<file path="src/rtl/muldiv_ctrl_pkg.sv">
// Shared funct codes and sequencer state encodings for the
// HI/LO multiply/divide unit.
package muldiv_ctrl_pkg;

  localparam logic [5:0] F_MFHI  = 6'h10;
  localparam logic [5:0] F_MTHI  = 6'h11;
  localparam logic [5:0] F_MFLO  = 6'h12;
  localparam logic [5:0] F_MTLO  = 6'h13;
  localparam logic [5:0] F_MULT  = 6'h18;
  localparam logic [5:0] F_MULTU = 6'h19;
  localparam logic [5:0] F_DIV   = 6'h1a;
  localparam logic [5:0] F_DIVU  = 6'h1b;

  localparam logic [1:0] MD_IDLE = 2'd0;
  localparam logic [1:0] MD_MUL  = 2'd1;
  localparam logic [1:0] MD_DIV  = 2'd2;
  localparam logic [1:0] MD_FIX  = 2'd3;

  function automatic logic is_hilo_op(input logic [5:0] f);
    return (f == F_MFHI) || (f == F_MTHI) ||
           (f == F_MFLO) || (f == F_MTLO) ||
           (f == F_MULT) || (f == F_MULTU) ||
           (f == F_DIV)  || (f == F_DIVU);
  endfunction

endpackage

</file>
<file path="src/rtl/muldiv_step.sv">
// One iteration of the shift-add multiplier or the
// restoring divider; purely combinational.
module muldiv_step #(
  parameter int WIDTH = 32
) (
  input  logic             div,
  input  logic [WIDTH-1:0] acc,
  input  logic [WIDTH-1:0] low,
  input  logic [WIDTH-1:0] opb,
  output logic [WIDTH-1:0] acc_nxt,
  output logic [WIDTH-1:0] low_nxt
);

  logic [WIDTH:0] sum;
  logic [WIDTH:0] shl;
  logic [WIDTH:0] dif;

  always_comb begin
    sum = {1'b0, acc} + (low[0] ? {1'b0, opb} : '0);
    shl = {acc, low[WIDTH-1]};
    dif = shl - {1'b0, opb};
    acc_nxt = sum[WIDTH:1];
    low_nxt = {sum[0], low[WIDTH-1:1]};
    if (div) begin
      // A negative trial difference means restore.
      if (dif[WIDTH]) begin
        acc_nxt = shl[WIDTH-1:0];
        low_nxt = {low[WIDTH-2:0], 1'b0};
      end else begin
        acc_nxt = dif[WIDTH-1:0];
        low_nxt = {low[WIDTH-2:0], 1'b1};
      end
    end
  end

endmodule

</file>
<file path="src/rtl/muldiv_ctrl.sv">
// HI/LO multiply/divide sequencer: FSM, iteration counter,
// sign correction, HI/LO registers and pipeline stall.
module muldiv_ctrl
  import muldiv_ctrl_pkg::*;
#(
  parameter int WIDTH = 32
) (
  input  logic             clk,
  input  logic             rst,
  input  logic             valid,
  input  logic [5:0]       funct,
  input  logic [WIDTH-1:0] rs_val,
  input  logic [WIDTH-1:0] rt_val,
  input  logic             flush,
  output logic             stall,
  output logic             busy,
  output logic [WIDTH-1:0] mf_data,
  output logic [WIDTH-1:0] hi,
  output logic [WIDTH-1:0] lo
);

  localparam int CW = $clog2(WIDTH) + 1;

  logic [1:0]       state;
  logic [CW-1:0]    cnt;
  logic [WIDTH-1:0] acc;
  logic [WIDTH-1:0] low;
  logic [WIDTH-1:0] opb;
  logic             op_div;
  logic             neg_q;
  logic             neg_r;
  logic             dz;

  logic [WIDTH-1:0] acc_nxt;
  logic [WIDTH-1:0] low_nxt;

  logic             st_mul;
  logic             st_div;
  logic             sgn;
  logic             a_neg;
  logic             b_neg;
  logic [WIDTH-1:0] a_mag;
  logic [WIDTH-1:0] b_mag;

  logic [2*WIDTH-1:0] prod;
  logic [2*WIDTH-1:0] prod_f;
  logic [WIDTH-1:0]   q_f;
  logic [WIDTH-1:0]   r_f;

  assign busy  = (state != MD_IDLE);
  assign stall = valid & is_hilo_op(funct) & busy;

  always_comb begin
    mf_data = '0;
    if (valid && funct == F_MFHI) mf_data = hi;
    if (valid && funct == F_MFLO) mf_data = lo;
  end

  always_comb begin
    st_mul = (funct == F_MULT) || (funct == F_MULTU);
    st_div = (funct == F_DIV) || (funct == F_DIVU);
    sgn    = (funct == F_MULT) || (funct == F_DIV);
    a_neg  = sgn & rs_val[WIDTH-1];
    b_neg  = sgn & rt_val[WIDTH-1];
    a_mag  = a_neg ? -rs_val : rs_val;
    b_mag  = b_neg ? -rt_val : rt_val;
  end

  // A zero divisor keeps the all-ones quotient unsigned.
  always_comb begin
    prod   = {acc, low};
    prod_f = neg_q ? -prod : prod;
    q_f    = (neg_q & ~dz) ? -low : low;
    r_f    = neg_r ? -acc : acc;
  end

  muldiv_step #(.WIDTH(WIDTH)) u_step (
    .div     (op_div),
    .acc     (acc),
    .low     (low),
    .opb     (opb),
    .acc_nxt (acc_nxt),
    .low_nxt (low_nxt)
  );

  always_ff @(posedge clk) begin
    if (rst) begin
      state  <= MD_IDLE;
      cnt    <= '0;
      acc    <= '0;
      low    <= '0;
      opb    <= '0;
      op_div <= 1'b0;
      neg_q  <= 1'b0;
      neg_r  <= 1'b0;
      dz     <= 1'b0;
      hi     <= '0;
      lo     <= '0;
    end else begin
      unique case (state)
        MD_IDLE: begin
          if (valid && !flush) begin
            if (st_mul || st_div) begin
              state  <= st_div ? MD_DIV : MD_MUL;
              cnt    <= '0;
              acc    <= '0;
              low    <= st_div ? a_mag : b_mag;
              opb    <= st_div ? b_mag : a_mag;
              op_div <= st_div;
              neg_q  <= a_neg ^ b_neg;
              neg_r  <= a_neg;
              dz     <= st_div && (rt_val == '0);
            end
            if (funct == F_MTHI) hi <= rs_val;
            if (funct == F_MTLO) lo <= rs_val;
          end
        end
        MD_MUL, MD_DIV: begin
          if (flush) begin
            state <= MD_IDLE;
          end else begin
            acc <= acc_nxt;
            low <= low_nxt;
            if (cnt == CW'(WIDTH - 1)) begin
              state <= MD_FIX;
              cnt   <= '0;
            end else begin
              cnt <= cnt + 1'b1;
            end
          end
        end
        MD_FIX: begin
          state <= MD_IDLE;
          if (!flush) begin
            if (op_div) begin
              hi <= r_f;
              lo <= q_f;
            end else begin
              {hi, lo} <= prod_f;
            end
          end
        end
        default: state <= MD_IDLE;
      endcase
    end
  end

endmodule
</file>
<file path="config.mk">
export PLATFORM = sky130hd
export DESIGN_NAME = muldiv_ctrl
export DESIGN_NICKNAME = d
export VERILOG_FILES = /design/src/rtl/muldiv_ctrl_pkg.sv /design/src/rtl/muldiv_step.sv /design/src/rtl/muldiv_ctrl.sv
export SDC_FILE = /design/constraint.sdc
export NUM_CORES = 1
export LEC_CHECK = 0
export ABC_AREA = 1
export BUFFER_PORTS_ARGS = -buffer_cell sky130_fd_sc_hd__buf_2
export CAP_MARGIN = 40
export CORE_MARGIN = 3
export CORE_UTILIZATION = 30
export DETAILED_ROUTE_END_ITERATION = 7
export PLACE_DENSITY = 0.52
export SYNTH_ARGS = -nofsm -noshare
export SYNTH_HDL_FRONTEND = slang
export SYNTH_SLANG_ARGS = --single-unit
</file>
<file path="constraint.sdc">
create_clock -name clk -period 6.35 [get_ports clk]
set_input_delay 0.9525 -clock clk [delete_from_list [all_inputs] [get_ports clk]]
set_output_delay 0.9525 -clock clk [all_outputs]
set_load 0.02 [all_outputs]
</file>
# Word-level counts from Yosys, hierarchy flattened

Cells that the tools add are included.

Register bits after elaboration: 172
Input port bits: 74
Output and inout bits: 98
Word-level logic and storage cells: 115

Add/subtract/negate cells: 8
Equal/unequal tests: 19
Mux-type cells: 43
Bitwise gates (word level): 7
Reductions and logical operators: 27

Operator list:

| operator                                                               | number |
|---|---|
| 32-bit two-way mux                                                     | 26 |
| 32-bit case mux with 2 select lines                                    | 4 |
| 32-bit negator                                                         | 4 |
| 64-bit two-way mux                                                     | 1 |
| 64-bit negator                                                         | 1 |
| 6-bit by 5-bit equality test with 1-bit output (second input constant) | 9 |
| 32-bit by 33-bit adder with 33-bit output                              | 1 |
| 33-bit by 32-bit subtractor with 33-bit output                         | 1 |
| 32-bit logical NOT                                                     | 1 |
| 6-bit two-way mux                                                      | 4 |
| 2-bit inequality test (second input constant)                          | 6 |
| 6-bit case mux with 2 select lines                                     | 1 |
| 4-bit AND reduction                                                    | 3 |
| 1-bit logical OR                                                       | 11 |
| 2-bit two-way mux                                                      | 5 |
| 6-bit by 1-bit adder with 6-bit output (second input constant)         | 1 |
| 2-bit case mux with 3 select lines                                     | 1 |
| 3-bit AND reduction                                                    | 2 |
| 2-bit nonzero test                                                     | 3 |
| 1-bit bitwise AND                                                      | 5 |
| 2-bit equality test (second input constant)                            | 2 |
| 1-bit logical AND                                                      | 4 |
| 3-bit inequality test (second input constant)                          | 1 |
| 2-bit by 1-bit equality test with 1-bit output (second input constant) | 1 |
| 6 further kinds                                                        | 6 |

# Longest topological paths before layout

Gate-level depths: netlist of run 1.

Depth in word-level cells: 10
Depth in mapped cells: 20

# Cells and area by module

From an unflattened synthesis of run 1, not the netlist that was laid out.

Cell total of the unflattened synthesis: 3551
Area total of the unflattened synthesis: 19469.9 um2

By module, submodules not included:

| module      | times used | cells each | area an instance (um2) | sequential area each (um2) |
|---|---|---|---|---|
| muldiv_ctrl | 1          | 2247       | 13042.5                | 3443.3 |
| muldiv_step | 1          | 1304       | 6427.4                 | 0.0 |

# Worst setup path before layout of run 1

No wires, ideal clock.

Path type: in2out
Start: in funct[4]
End: out mf_data[30]
Data arrival time: 2123 ps
Path slack: 3275 ps
Stages: 7
Buffers on the path: 1
Path through: inv_1 -> nor2_4 -> nand2_1 -> nor3_1 -> nand3_1 -> clkbuf_1 -> o22ai_1

Word-level cells in the longest chain between the ends: 4
Elaborated cells between the ends (all ways): 6
Classes of those cells: eq/ne (2); mux (2); reduce/logical (2)

Ends and longest elaborated chain:

| item                                           | RTL line          | RTL |
|---|---|---|
| start: declaration                             | muldiv_ctrl.sv:11 | `input logic [5:0] funct,` |
| 6-bit by 5-bit equality test with 1-bit output | muldiv_ctrl.sv:55 | `if (valid && funct == F_MFHI) mf_data = hi;` |
| 1-bit logical AND                              | muldiv_ctrl.sv:55 |  |
| 32-bit two-way mux                             | muldiv_ctrl.sv:55 |  |
| 32-bit two-way mux *                           | muldiv_ctrl.sv:56 | `if (valid && funct == F_MFLO) mf_data = lo;` |
| end: declaration                               | muldiv_ctrl.sv:17 | `output logic [WIDTH-1:0] mf_data,` |

Every way passes the cells marked *; elsewhere a longest branch is shown, timed or not.

# Final worst setup path of run 1

Start: reg low[31]
End: reg acc[30]

Word-level cells in the longest chain between the ends: 5

Ends and longest elaborated chain:

| item                                           | RTL line           | RTL |
|---|---|---|
| start: declaration                             | muldiv_ctrl.sv:27  | `logic [WIDTH-1:0] low;` |
| start signal: assignment                       | muldiv_ctrl.sv:107 | `low <= st_div ? a_mag : b_mag;` |
| start signal: assignment                       | muldiv_ctrl.sv:123 | `low <= low_nxt;` |
| 33-bit by 32-bit subtractor with 33-bit output | muldiv_step.sv:21  | `dif = shl - {1'b0, opb};` |
| 32-bit two-way mux                             | muldiv_step.sv:26  | `if (dif[WIDTH]) begin` |
| 32-bit two-way mux                             | muldiv_step.sv:24  | `if (div) begin` |
| 32-bit two-way mux                             | muldiv_ctrl.sv:119 | `if (flush) begin` |
| 32-bit case mux with 2 select lines            | muldiv_ctrl.sv:100 | `unique case (state)` |
| end signal: assignment                         | muldiv_ctrl.sv:122 | `acc <= acc_nxt;` |
| end: declaration                               | muldiv_ctrl.sv:26  | `logic [WIDTH-1:0] acc;` |

Every way passes these cells. The select of a mux whose other input is x is not followed.
A chain may end at the register's enable or synchronous reset.

==> results.yml, run 1 <==
status:
  status: "finished, final reports clean"
sta:
  final.setup.tns_ns: 0
  finalSetupViolCount: 0
  finalMaxSlewViolations: 0
  rsz0062_at_grt: "no"
  tightestPinTransition_ns: 0.831
  max_freq_ghz: 0.292
  period_minus_slack_ns: 3.43
  fin_ws_ns: 2.92
  slew_headroom_pct: 44.5
  finalCritPeriodShare_pct: 54.0
  finalClockSkew_ns: 0.0234
  hold_viol: 0
worst_setup_path:
  worst-r2r-setup-slack_ns: 2.92
  r2r_start: "low[31]"
  crit_path_max_fanout: 30
  slowest_stage: "fa_1"
  worstPathCellList: "inv_1 -> ha_1 -> fa_1 -> inv_1 -> nand2_1 -> nand2_1 -> nand3_1 -> nand2_2 -> nand2_1 -> nand2_2 -> nand2_4 -> nand2_4 -> nand2_4 -> nand2_4 -> nand2_1 -> nand2_1 -> nand2_1 -> a21oi_1"
  end_kind: "flip-flop"
  reg2reg_to: "acc[30]"
  crit_required_ns: 6.78
  crit_family: "simple AND/OR/NAND/NOR gates"
  cp_common_cell: "nand2_1"
  cp.arrival_ns: 3.85
  path_class: "reg -> reg"
  path_buf_inv: 2
  startpoint_type: "flip-flop"
  critPathMaxStageDelay_ns: 0.48
  reg2regPathDepth: 18
cells_and_area:
  final_common_cell: "nand2_1"
  diodes: 0
  area_delta_synth_final_pct: 11.6
  fin_area_sq_um: 21400
  layout_common_cells: "nand2_1, inv_1, nand3_1, nor2_1, a21oi_1"
  utilization_pct: 34.2
  layout.nets: 3777
  drive_gt1_share_pct: 8.04
yosys:
  yosysTopAreaCell: "nand2_1"
  synth_area_sq_um: 19100
  synthTopCellsByArea: "nand2_1, dfxtp_1, inv_1"
  yosysSeqAreaShare_pct: 18.0
  yosysWarnings: 0
  syn_nets: 3689
  yosys_most_used_dff: "dfxtp_1"
  synth.top_cell.area_share_pct: 19.8
  ys_async_sr_fraction_pct: 0
  synth_edf_count: 0
  ys_types: 51
  syn_avg_cell_area_sq_um: 5.40
  ys_seq_elements: 172
  synth_cells: 3542
hold_path:
  hold_depth: 2
  min_to: "cnt[5]"
  min_path_type: "reg -> reg"
  min_from: "cnt[5]"
power:
  power.total_mw: 5.11
  ir_drop_v: 0.000354
  p_per_area_nw_per_um2: 239
  p_leak_nw: 11.3
drt:
  drt-initial-drc-count: 3317
  wl_um: 94500
  wire_per_inst_um: 21.1
  vias_per_cell: 5.32
  drtPass1Iterations: 8
  antenna_left: 0
  vias: 23800
  drc: 0
run:
  cap_violations: 0
floorplan:
  die_w_um: 259
  initial_core_util_pct: 30.7
  die-area_sq_um: 66900
  coreArea_sq_um: 62400
  num_rows: 91
  io_pins: 172
  chipHeight_um: 259
clocking:
  clk_pin_slew_ns: 0.08
  cts_max_level: 4
  cts-root-buf: "clkbuf_16"
  cts_sinks: 172
  cts_buffers: 17
  clk_latency_ns: 0.51
  ctsResizeCount: 0
  holdBufCountCts: 0
  cts_buffer_depth: 2
  cts_setup_buffers: 0
  cts_tree: "built"
global_routing:
  antenna_found_initial: 1
  grt_max_degree: 82
  grt_overflow_total: 0
  grt.total_usage_pct: 27.5
  grt_pass1_vias: 21200
  grt_pass1_wl_um: 138000
place:
  pre_cts_slack_ns: 2.86
  io_buffers: 171
  dp.final_hpwl_um: 76900
  place_congestion: 1.02
  placed_area_sq_um: 20700
## cells by family (layout without fill, tap and decap cells)
group | count (synthesis) | in the layout | share of synthesized area (%)
AO/OA/AOI/OAI | 580 | 580 | 17.0
XOR/XNOR | 58 | 58 | 2.65
adder cells (fa/ha/maj) | 73 | 73 | 4.85
buffers and inverters | 772 | 873 | 15.7
flip-flops | 172 | 172 | 18.0
AND/OR/NAND/NOR | 1887 | 1887 | 41.9
## cell type report
class,instances,area (sq um)
Multi-Input combinational cell,2598,12700
Fill cell,7215,41000
Tap cell,837,1050
Sequential cell,172,3450
Inverter,644,2420
Timing Repair Buffer,197,1140
Clock buffer,19,453
Clock inverter,13,166
## worst max path at each step
| stage | from | end | slack, ns | cells after the start |
|---|---|---|---|---|
| CTS | funct[5] | mf_data[31] | 2.93 | 8 |
| global placement | funct[5] | opb[17] | 2.67 | 10 |
| detailed placement | funct[5] | low[30] | 2.86 | 10 |
| floorplan | funct[4] | mf_data[30] | 3.27 | 7 |
| global route | low[31] | acc[21] | 2.72 | 18 |
| finish | low[31] | acc[30] | 2.92 | 18 |
## synth_stat cells, drive strengths merged (5+ instances only)
cell and instances:
nand4 53, inv 643, a21oi 219, and2 11, a221oi 18, nor2 359, o21ai 224, ha 71
clkbuf 80, a211oi 8, nand3 373, or2 13, nand3b 5, buf 48, nand2 1022, o211ai 28
dfxtp 172, o21bai 9, nor3 43, a31oi 15, xor2 45, o221ai 8, a21o 5, o22ai 35
nor4 6, xnor2 13
## routing by layer
layer	share of wire, %	global-route usage [%]	vias up
met3	10	4.86	131
met1	46	41.0	10900
met4	3.1	8.78	0
met2	41	39.6	1303
li1	-	-	11500
met5	0	0	-
## flip-flops by register name, summed over array words and instances (netlist names)
name and count:
acc 32, cnt 6, dz 1, hi 32, lo 32, low 32
neg_q 1, neg_r 1, op_div 1, opb 32, state 2
## stage by stage
step	instances	hold slack, ns
after floorplan	3542	0.441
after global placement	4442	0.463
after detailed placement	4448	0.466
after CTS	4480	0.477
after global routing	4480	0.503
final	4480	0.473
## report_power, final
| part | internal, mW | total, mW | switching (mW) |
|---|---|---|---|
| combinational | 0.697 | 2.67 | 1.97 |
| clock | 0.619 | 1.18 | 0.565 |
| sequential | 1.15 | 1.26 | 0.110 |
| total | 2.47 | 5.11 | 2.65 |
## worst min-delay path, delay by kind of cell, from the launching register on
kind,cells,cell delay [ns]
AOI/OAI and AO/OA,1,0.06
DFF,1,0.31
buffers and inverters,1,0.06
No activity file was read; power rests on OpenSTA's default activity.
==> inputs of run 2 (changes only) <==
--- a/config.mk
+++ b/config.mk
@@ -11,7 +11,7 @@
 export CORE_MARGIN = 3
 export CORE_UTILIZATION = 30
 export DETAILED_ROUTE_END_ITERATION = 7
-export PLACE_DENSITY = 0.52
+export PLACE_DENSITY = 0.54
 export SYNTH_ARGS = -nofsm -noshare
 export SYNTH_HDL_FRONTEND = slang
 export SYNTH_SLANG_ARGS = --single-unit
==> constraint.sdc (replaced) <==
create_clock -name clk -period 3.1 [get_ports clk]
set_input_delay 0.465 -clock clk [delete_from_list [all_inputs] [get_ports clk]]
set_output_delay 0.465 -clock clk [all_outputs]
set_load 0.02 [all_outputs]
==> run 2 against run 1 <==
Sequential share of layout area decreased by 0.27 points. Core utilization increased by 0.58 points. Non-clock buffer count up 53. Critical endpoint is now acc[26]. Highest routed layer is now met5.
==> results.yml, run 2 (synthesized netlist as in run 1, its figures left out) <==
clocking:
  ctsResizeCount: 0
  cts_buffer_depth: 2
  cts_buffers: 17
  cts_max_level: 4
  clk_latency_ns: 0.49
  cts_sinks: 172
  holdBufCountCts: 0
  cts-root-buf: "clkbuf_16"
  cts_tree: "built"
  clk_pin_slew_ns: 0.08
  cts_setup_buffers: 0
power:
  p_leak_nw: 11.5
  ir_drop_v: 0.000545
  p_per_area_nw_per_um2: 482
drt:
  wl_um: 94900
  wire_per_inst_um: 20.9
  antenna_left: 0
  drc: 0
  drtPass1Iterations: 6
  drt-initial-drc-count: 3033
  vias: 23900
  vias_per_cell: 5.27
sta:
  finalSetupViolCount: 0
  final.setup.tns_ns: 0
  period_minus_slack_ns: 2.84
  rsz0062_at_grt: "no"
  slew_headroom_pct: 36.4
  max_freq_ghz: 0.352
  finalCritPeriodShare_pct: 91.7
  hold_viol: 0
  finalClockSkew_ns: 0.0188
  whs_ns: 0.320
  finalMaxSlewViolations: 0
  tightestPinTransition_ns: 0.954
global_routing:
  grt_overflow_total: 0
  grt.total_usage_pct: 27.5
  grt_max_degree: 108
  antenna_found_initial: 3
  grt_pass1_vias: 21300
  grt_pass1_wl_um: 138000
place:
  place_congestion: 0.983
  placedCellCount: 4501
  io_buffers: 171
  dp.final_hpwl_um: 78000
floorplan:
  die-area_sq_um: 66900
  coreArea_sq_um: 62400
  chipHeight_um: 259
  num_rows: 91
  io_pins: 172
  die_w_um: 259
  initial_core_util_pct: 30.7
cells_and_area:
  fillers: 7214
  layout_common_cells: "nand2_1, inv_1, nand3_1, nor2_1, a21oi_1"
  layout.nets: 3830
  multi_input_area_sq_um: 12700
  fin_cells: 4533
  seqCellArea_sq_um: 3450
  drive_gt1_share_pct: 9.34
  final_common_cell: "nand2_1"
  area_delta_synth_final_pct: 13.5
worst_setup_path:
  end_kind: "flip-flop"
  cp.arrival_ns: 3.18
  crit_path_max_fanout: 14
  path_class: "reg -> reg"
  crit_required_ns: 3.44
  startpoint_type: "flip-flop"
run:
  cap_violations: 0
hold_path:
  min_path_type: "in -> reg"
status:
  status: "finished, final reports clean"
[run 2: metrics by stage]
stage	power, mW	utilization, %	cell area (sq um)	worst slack (ns)
floorplan	6.17	-	19100	0.640
global placement	8.03	33.8	21100	0.268
detailed placement	8.00	33.9	21100	0.353
CTS	10.3	34.8	21700	0.324
global route	11.0	34.8	21700	0.0477
finish	10.5	34.8	21700	0.256
[run 2: routing by layer]
metal / global-route usage (%) / part of all wire [%] / vias up
met5: 0 / 0.059 / -
met3: 7.02 / 11 / 145
li1: - / - / 11600
met4: 8.52 / 3.1 / 8
met1: 40.0 / 45 / 10900
met2: 39.2 / 41 / 1232
[run 2: cell type report]
cell class	count	area share (%)
Inverter	644	11.1
Tap cell	837	4.82
Multi-Input combinational cell	2598	58.4
Clock buffer	17	1.96
Timing Repair Buffer	250	7.05
Sequential cell	172	15.9
Antenna cell	1	0.0115
Clock inverter	14	0.726
[run 2: critical path, cell delays in order, from the launching register on]
cell     delay [ns]
dfxtp_1        0.32
buf_4          0.20
nand2_1        0.20
inv_1          0.08
ha_1           0.40
nand2_1        0.17
nor3_1         0.43
and2_1         0.20
nand2_1        0.07
nand3_1        0.07
nand2_1        0.05
nor2_1         0.28
nor2_1         0.08
nand2_1        0.08
a21oi_1        0.05
[run 2: report_power, final]
| group | internal, mW | switching, mW | leakage, nW |
|---|---|---|---|
| clock network | 1.20 | 1.09 | 0.288 |
| registers | 2.35 | 0.188 | 1.39 |
| logic | 1.50 | 4.13 | 9.85 |
[run 2: worst paths after layout]
| path | start | to | slack [ns] | cells past startpoint |
|---|---|---|---|---|
| setup / recovery | low[0] | acc[26] | 0.26 | 14 |
| setup reg to reg | low[0] | acc[26] | 0.26 | 14 |
| hold / removal | rt_val[0] | opb[0] | 0.32 | 3 |
| hold reg to reg | lo[0] | lo[0] | 0.47 | 2 |
